`config.mk`:
```
export PLATFORM = sky130hd
export DESIGN_NAME = parity_frame_tx
export DESIGN_NICKNAME = d
export VERILOG_FILES = /design/src/rtl/parity_ctrl_pkg.sv /design/src/rtl/parity_acc.sv /design/src/rtl/parity_frame_tx.sv
export SDC_FILE = /design/constraint.sdc
export NUM_CORES = 1
export LEC_CHECK = 0
export CAP_MARGIN = 20
export CORE_MARGIN = 2
export CORE_UTILIZATION = 37
export CTS_CLUSTER_DIAMETER = 120
export DETAILED_ROUTE_END_ITERATION = 6
export GPL_TIMING_DRIVEN = 0
export SLEW_MARGIN = 30
export SYNTH_ARGS = -nofsm -noshare
export SYNTH_HDL_FRONTEND = slang
export SYNTH_HIERARCHICAL = 1
export SYNTH_SLANG_ARGS = --single-unit
export TNS_END_PERCENT = 50
```
`constraint.sdc`:
```
create_clock -name clk -period 3.3 [get_ports clk]
set_input_delay 0.33 -clock clk [delete_from_list [all_inputs] [get_ports clk]]
set_output_delay 0.33 -clock clk [all_outputs]
set_load 0.01 [all_outputs]
```
`src/rtl/parity_ctrl_pkg.sv`:
```
// Shared types and constants for the parity frame transmit/receive controllers.
package parity_ctrl_pkg;

    typedef enum logic [1:0] {
        IDLE = 2'd0,
        DATA = 2'd1,
        PAR  = 2'd2
    } state_t;

    localparam logic PAR_EVEN = 1'b0;
    localparam logic PAR_ODD  = 1'b1;

endpackage

```
`src/rtl/parity_acc.sv`:
```
// 1-bit registered XOR accumulator; clear has priority over enable.
module parity_acc (
    input  logic clk,
    input  logic rst,
    input  logic clr,
    input  logic en,
    input  logic bit_in,
    output logic acc
);

    always_ff @(posedge clk or posedge rst) begin
        if (rst) begin
            acc <= 1'b0;
        end else if (clr) begin
            acc <= 1'b0;
        end else if (en) begin
            acc <= acc ^ bit_in;
        end
    end

endmodule

```
`src/rtl/parity_frame_tx.sv`:
```
// Serialises words LSB-first over a valid/ready link and appends one parity bit per frame.
module parity_frame_tx
    import parity_ctrl_pkg::*;
#(
    parameter int unsigned DATA_W = 8,
    parameter int unsigned ODD    = 0
) (
    input  logic              clk,
    input  logic              rst,
    input  logic [DATA_W-1:0] in_data,
    input  logic              in_valid,
    output logic              in_ready,
    output logic              ser_out,
    output logic              ser_valid,
    input  logic              ser_ready,
    output logic              ser_first,
    output logic              ser_last,
    output logic              busy
);

    localparam int unsigned      CNT_W      = (DATA_W > 1) ? $clog2(DATA_W) : 1;
    localparam logic [CNT_W-1:0] CNT_LAST   = CNT_W'(DATA_W - 1);
    localparam logic             PAR_SENSE  = (ODD != 0) ? PAR_ODD : PAR_EVEN;

    state_t            state;
    state_t            state_nxt;
    logic [DATA_W-1:0] shift;
    logic [CNT_W-1:0]  cnt;
    logic              acc;
    logic              ready_int;
    logic              accept;
    logic              shift_en;

    always_ff @(posedge clk or posedge rst) begin
        if (rst) begin
            state <= IDLE;
        end else begin
            state <= state_nxt;
        end
    end

    // Accept in PAR with ser_ready jumps straight to DATA for zero-bubble framing.
    always_comb begin
        state_nxt = state;
        ready_int = 1'b0;
        case (state)
            IDLE: begin
                ready_int = 1'b1;
                if (in_valid) begin
                    state_nxt = DATA;
                end
            end
            DATA: begin
                if (ser_ready && (cnt == CNT_LAST)) begin
                    state_nxt = PAR;
                end
            end
            PAR: begin
                if (ser_ready) begin
                    ready_int = 1'b1;
                    state_nxt = in_valid ? DATA : IDLE;
                end
            end
            default: state_nxt = IDLE;
        endcase
    end

    assign accept   = in_valid & ready_int;
    assign shift_en = (state == DATA) & ser_ready;

    // Reset forces IDLE asynchronously; in_ready is masked so it too reads 0 during reset.
    assign in_ready  = ready_int & ~rst;
    assign ser_valid = (state == DATA) | (state == PAR);
    assign busy      = (state != IDLE);
    assign ser_first = (state == DATA) & (cnt == '0);
    assign ser_last  = (state == PAR);
    assign ser_out   = (state == PAR)  ? (acc ^ PAR_SENSE) :
                       (state == DATA) ? shift[0] : 1'b0;

    always_ff @(posedge clk or posedge rst) begin
        if (rst) begin
            shift <= '0;
            cnt   <= '0;
        end else if (accept) begin
            shift <= in_data;
            cnt   <= '0;
        end else if (shift_en) begin
            shift <= {1'b0, shift[DATA_W-1:1]};
            if (cnt != CNT_LAST) begin
                cnt <= cnt + 1'b1;
            end
        end
    end

    parity_acc u_acc (
        .clk    (clk),
        .rst    (rst),
        .clr    (accept),
        .en     (shift_en),
        .bit_in (shift[0]),
        .acc    (acc)
    );

endmodule

```
==> metrics.md, run 1 <==
| Metric | Value |
|---|---|
| H-tree levels | 1 |
| Count of standard-cell rows | 17 |
| Number of failing hold endpoints at the final stage | 0 |
| Routed wire length per instance | 11.8 microns |
| RePlAce Congestion | 0.669 |
| Starting Density | 39.1% |
| Clock tree buffer depth | 2 |
| Routed via count divided by cell count | 4.60 |
| Proportion of layout cells with a drive suffix above 1 | 15.8% |
| Static power due to leakage | 0.559 nW |
| Share of the cycle needed by the critical path after routing | 67.4% |
| Total nets after synthesis | 95 |
| Classification of the worst-slack hold path | in -> async |
| CTS root buffer | clkbuf_4 |
| Pin count of the biggest net entering global routing | 14 |
| Die height | 52.3 microns |
| Most used cells in the layout excluding fill and tap cells | 17 x clkdlybuf4s50_1, 14 x dfrtp_1, 11 x inv_1, 8 x ha_1 |
| Post-layout power | 0.917 mW |
| Utilization of the core after routing | 49.4% |
| Clock buffers created by TritonCTS | 3 |
| Number of DRC markers after the initial detailed-route iteration | 4 |
| Number of antenna violations at the first check in global routing | 0 |
| Number of max-slew violations in the final report | 0 |
| First-pass GRT wire length | 2.57 mm |
| Kind of launch point of the worst setup path | register |
| Post-Syn Instances | 75 |
| Core area | 0.00221 sq mm |
| Fraction of power consumed by the clock network | 10.0% |
| Proportion of total power due to net switching | 34.4% |
| Clock tree from TritonCTS | yes |
| Reg2Reg Launch Point | state[1] |
| Type of the setup path with the least slack | reg -> out |
| Final nets | 117 |
| Worst r2r dst | state[0] |
| PortBufs | 17 |
| Min Tclk post-route | 2.23 ns |
| Pwr/cell area | 839 mW/mm^2 |
| DRC violations left | 0 |
| Clock-pin slew on the worst setup and hold paths | 0.08 ns |
| Part of the power in combinational logic | 56.9% |
| Total congestion overflow | 0 |
| FFs w/ async S/R, synth | 100% |
| Setup repair after global routing missed its margin | no |
| Summed instance area of the synthesized netlist | 865 sq um |
| Source-to-sink clock delay at the later pin of the worst-skew pair | 0.27 ns |
| Max-capacitance violation count | 0 |
| Number of iterations in the first detailed-routing pass | 3 |
| Number of resized instances in the post-cts repair step | 0 |
| Critical Path Sink Type | output port |
| Number of global-route vias before repair | 591 |
| GRT Util Overall | 13.0% |
| YS warnings | 6 |
| Diodes inserted | 0 |
| Cts hold-fix bufs | 0 |
| Top-Level Pins | 18 |
| P_sw | 0.316 mW |
| Total of flip-flops plus latches after synthesis | 14 |
| Routed via count | 566 |
| Worst VDD drop | 0.000401 V |
| Slew at the pin closest to its max-slew limit | 0.506 ns |
| Worst-case hold slack | 0.257 ns |
| Arrival time at the worst endpoint | 1.90 ns |
| Total detailed-routing wirelength | 1.46 mm |
| Post-synthesis to final-layout area growth | 26.3% |
| Source of the critical timing path | state[1] |
| Result of the run | completed |
| Fin Clk Skew | 0.00434 ns |
| Internal cell power | 0.601 mW |
| Peak clock frequency supported by timing | 449 MHz |
| DIE AREA | 0.00274 sq mm |
| Commonest non-fill, non-tap cell in the layout | clkdlybuf4s50_1 |
| Required time at the worst-slack endpoint | 2.97 ns |
| CP endpoint | ser_out |
| Count of different cell masters after synthesis | 20 |
| Mapped Avg Cell Area | 11.5 sq um |
| Worst Path Max Fanout | 6 |
| Setup TNS | 0 ns |
| Sequential share of power | 33.1% |
| Final setup viols | 0 |
| Post-synth top flop | dfrtp_1 |
| Postcts setup bufs | 0 |
| R2R setup slack | 1.57 ns |
| Part of the Yosys area used for sequential elements | 40.5% |
| Die X-Extent | 52.3 microns |
| Relative slew slack | 66.2% |
| Remaining antenna violation count | 0 |
| Number of enable flip-flop cells after synthesis | 0 |
| Clock tree sinks | 14 |
| Worst Reg2Reg Path Length in Cells | 5 |
| Placed wire-length estimate after detailed placement | 1.13 mm |
-- per-stage QoR --
| step | setup slack [ns] | std cells | area (sq um) |
|---|---|---|---|
| after floorplan | 1.70 | 75 | 865 |
| after CTS | 1.06 | 123 | 1090 |
| after global placement | 1.32 | 120 | 1070 |
| final | 1.07 | 123 | 1090 |
| after global routing | 0.904 | 123 | 1090 |
| after detailed placement | 1.31 | 120 | 1070 |
-- worst max-delay path: stages, from the launching register on --
cell and delay (ns):
dfrtp_1 0.41, inv_1 0.12, ha_1 0.32, nand2_1 0.07, o21ai_0 0.14, clkdlybuf4s50_1 0.56
-- power by group through the flow --
stage / combinational (mW) / clock [mW] / sequential [mW]
final: 0.522 / 0.0917 / 0.303
after global routing: 0.585 / 0.104 / 0.319
after CTS: 0.534 / 0.0981 / 0.305
after detailed placement: 0.530 / 0 / 0.309
after global placement: 0.518 / 0 / 0.305
after floorplan: 0.382 / 0 / 0.292
-- layout make-up --
type | count | area (sq um)
flip-flops and latches | 14 | 350
plain buffers | 1 | 7.51
multi-input cells | 49 | 465
repair buffers | 17 | 170
well taps | 28 | 35.0
fillers | 212 | 1120
inverters | 11 | 41.3
clock buffers | 3 | 22.5
-- sequential cells by signal, indices dropped and copies added, names as in the netlist --
| signal | count |
|---|---|
| shift | 8 |
| state | 2 |
| cnt | 3 |
| u_acc/acc | 1 |
-- cell families (layout without fill, tap and decap cells) --
logic type / Yosys count / count (layout) / share of synthesized area, %
muxes: 19 / 19 / 27.4
DFF: 14 / 14 / 40.5
and+or+nand+nor: 14 / 14 / 8.10
buffers and inverters: 12 / 32 / 5.64
adders and majority gates: 8 / 8 / 11.6
AOI/OAI and AO/OA: 7 / 7 / 5.79
xor gates and xnor gates: 1 / 1 / 1.01
-- per-layer routing --
layer | global-route usage [%] | vias up | share of wire, %
met4 | 5.13 | 0 | 1.2
met2 | 21.0 | 7 | 50
met5 | 0 | - | 0
met1 | 16.5 | 265 | 46
li1 | - | 292 | -
met3 | 3.43 | 2 | 2.1
-- how the worst min path moves through the flow --
stage	to	depth (start not counted)	start	slack (ns)
2_1_floorplan	u_acc/acc	1	rst	0.06
5_1_grt	u_acc/acc	2	rst	0.27
6_report	u_acc/acc	2	rst	0.26
3_5_place_dp	shift[7]	2	shift[7]	0.52
3_3_place_gp	shift[7]	2	shift[7]	0.52
4_1_cts	u_acc/acc	2	rst	0.24
-- synth_stat cells (2+ instances only) --
cell type | number | share of area (%)
dfrtp_1 | 14 | 41
inv_1 | 11 | 4.8
ha_1 | 8 | 12
mux2_1 | 7 | 9.1
mux2_4 | 7 | 12
nor2_1 | 6 | 2.6
nand2_1 | 4 | 1.7
mux2i_1 | 3 | 3.5
a21oi_1 | 2 | 1.2
mux2_2 | 2 | 2.6
nand3b_1 | 2 | 1.7
Note: power is estimated with default switching activity, not from simulation.
==> run 2, diff against run 1 <==
- clock period: 3.3 -> 1.95 ns (I/O delays scaled with it)
==> metrics.md, run 2 (synthesized netlist as in run 1, its figures left out) <==
| Metric | Value |
|---|---|
| Result of the run | completed |
| Number of antenna violations at the first check in global routing | 0 (unchanged) |
| Required time at the worst-slack endpoint | 1.75 ns (-1.22 ns) |
| DRC violations left | 0 (unchanged) |
| Largest register FFs | 8 (unchanged) |
| Pin count of the biggest net entering global routing | 14 (unchanged) |
| Utilization of the core after routing | 50.0% (+0.62 points) |
| Peak clock frequency supported by timing | 547 MHz |
| Clock tree from TritonCTS | yes |
| Min Tclk post-route | 1.83 ns |
| Critical Path Sink Type | output port |
| Routed wire length per instance | 11.8 microns (-0.62%) |
| Commonest non-fill, non-tap cell in the layout | clkdlybuf4s50_1 |
| DIE AREA | 0.00274 sq mm (unchanged) |
| Slew at the pin closest to its max-slew limit | 0.509 ns (+0.00324 ns) |
| Number of global-route vias before repair | 587 (-0.68%) |
| Number of max-slew violations in the final report | 0 (unchanged) |
| Number of failing hold endpoints at the final stage | 0 (unchanged) |
| H-tree levels | 1 (unchanged) |
| Proportion of layout cells with a drive suffix above 1 | 20.0% (+4.2 points) |
| Setup TNS | 0 ns (unchanged) |
| Most used cells in the layout excluding fill and tap cells | 15 x clkdlybuf4s50_1, 13 x dfrtp_1, 10 x inv_1, 7 x mux2_1, 7 x mux2_4 |
| Diodes inserted | 0 (unchanged) |
| List of cells traversed by the critical path | inv_2 -> ha_4 -> nand2_1 -> nor2_1 -> clkdlybuf4s50_1 |
| Starting Density | 39.1% (unchanged) |
| Die X-Extent | 52.3 microns (unchanged) |
| Total placed cells including tap cells | 120 (unchanged) |
| Place WS | 0.148 ns (-1.17 ns) |
| Routed via count divided by cell count | 4.63 (+0.53%) |
| CP delay by family, top | buffers and inverters |
| Remaining antenna violation count | 0 (unchanged) |
| Total detailed-routing wirelength | 1.45 mm (-0.62%) |
| Number of buffer and inverter instances along the worst setup path | 2 (unchanged) |
| Die height | 52.3 microns (unchanged) |
| Clock buffers created by TritonCTS | 3 (unchanged) |
| Non-filler instance count after layout | 123 (unchanged) |
| Clock tree sinks | 14 (unchanged) |
| Routed via count | 569 (+0.53%) |
| Share of the cycle needed by the critical path after routing | 93.7% |
| Worst-case hold slack | 0.122 ns (-0.134 ns) |
| RePlAce Congestion | 0.669 (unchanged) |
| Count of standard-cell rows | 17 (unchanged) |
| Classification of the worst-slack hold path | in -> async |
| Slowest Stage Delay on Critical Path | 0.53 ns (-0.03 ns) |
| Kind of launch point of the worst setup path | register |
| Total congestion overflow | 0 (unchanged) |
| Reg with most FFs | shift |
| Topmost layer with routed signal wires | met4 |
| Pwr/cell area | 1420 mW/mm^2 (+69%) |
| WL met1 | 662 microns (-1.6%) |
| CTS root buffer | clkbuf_4 |
| Type of the setup path with the least slack | reg -> out |
| Setup repair after global routing missed its margin | no |
| Static power due to leakage | 0.563 nW (+0.74%) |
| Clock-pin slew on the worst setup and hold paths | 0.08 ns (about the same) |
| Number of DRC markers after the initial detailed-route iteration | 4 (unchanged) |
| First-pass GRT wire length | 2.57 mm (-0.27%) |
| Number of iterations in the first detailed-routing pass | 3 (unchanged) |
| Placed wire-length estimate after detailed placement | 1.13 mm (unchanged) |
| Final setup viols | 0 (unchanged) |
| Cts hold-fix bufs | 0 (unchanged) |
| Final nets | 117 (unchanged) |
| Worst Path Max Fanout | 6 (unchanged) |
| Leading registers by flop count | shift: 8 flops, cnt: 3 flops, state: 2 flops |
| Setup ws final | 0.123 ns (-0.952 ns) |
| Core area | 0.00221 sq mm (unchanged) |
| Clock tree buffer depth | 2 (unchanged) |
| Fin Clk Skew | 0.00469 ns (+0.000343 ns) |
| Relative slew slack | 66.0% (-0.22 points) |
| Slowest CP cell | clkdlybuf4s50_1 |
| Worst VDD drop | 0.000741 V (+85%) |
| GRT Util Overall | 13.0% (unchanged) |
| Arrival time at the worst endpoint | 1.63 ns (-0.27 ns) |
| Top-Level Pins | 18 (unchanged) |
| Post-synthesis to final-layout area growth | 27.9% |
| Met3 routed WL | 30 microns (unchanged) |
| Max-capacitance violation count | 0 (unchanged) |
| Source-to-sink clock delay at the later pin of the worst-skew pair | 0.27 ns (about the same) |
| Met2 routed wirelength | 737 microns (+0.41%) |
| PortBufs | 17 (unchanged) |
## run 2: changes by cell type in the layout (fill, tap and decap cells not counted)
cell / previous run / this run
inv_2: 0 / 1
ha_1: 8 / 6
dfrtp_1: 14 / 13
inv_1: 11 / 10
ha_2: 0 / 1
dlygate4sd2_1: 0 / 2
ha_4: 0 / 1
clkdlybuf4s50_1: 17 / 15
dfrtp_2: 0 / 1
## run 2: path summary, 6_finish.rpt
kind	slack (ns)	startpoint	end	depth (start not counted)
max	0.12	state[1]	ser_first	5
min	0.12	rst	u_acc/acc	2
max reg2reg	0.31	state[0]	shift[6]	6
min reg2reg	0.53	shift[7]	shift[7]	2
max in group asynchronous	1.26	rst	state[0]	2
min in group clk	0.46	in_data[7]	shift[7]	3
## run 2: final cells by class
type	count	area, sq um
clock buffers	3	22.5
flip-flops and latches	14	352
well taps	28	35.0
plain buffers	1	7.51
multi-input cells	49	480
repair buffers	17	168
fillers	212	1110
inverters	11	41.3
## run 2: metrics by stage
stage          instance area [sq um]  power, mW
2_1_floorplan                    865       1.14
3_3_place_gp                    1070       1.39
3_5_place_dp                    1070       1.42
4_1_cts                         1110       1.60
5_1_grt                         1110       1.72
6_report                        1110       1.57
## run 2: report_power, final
group          switching (mW)  total [mW]  internal [mW]
Combinational           0.367       0.890          0.523
Clock                  0.0836       0.155         0.0713
Sequential             0.0930       0.523          0.430
Total                   0.544        1.57           1.02
## run 2: layer usage
metal	track usage [%]	vias to the layer above
li1	-	292
met5	0	-
met4	5.13	0
met3	3.43	2
met1	16.5	268
met2	21.0	7
## run 2: repair_timing
action,4_1_cts,5_1_grt
setup endpoints to repair,3,1
setup buffers,0,0
gates resized for setup,6,1
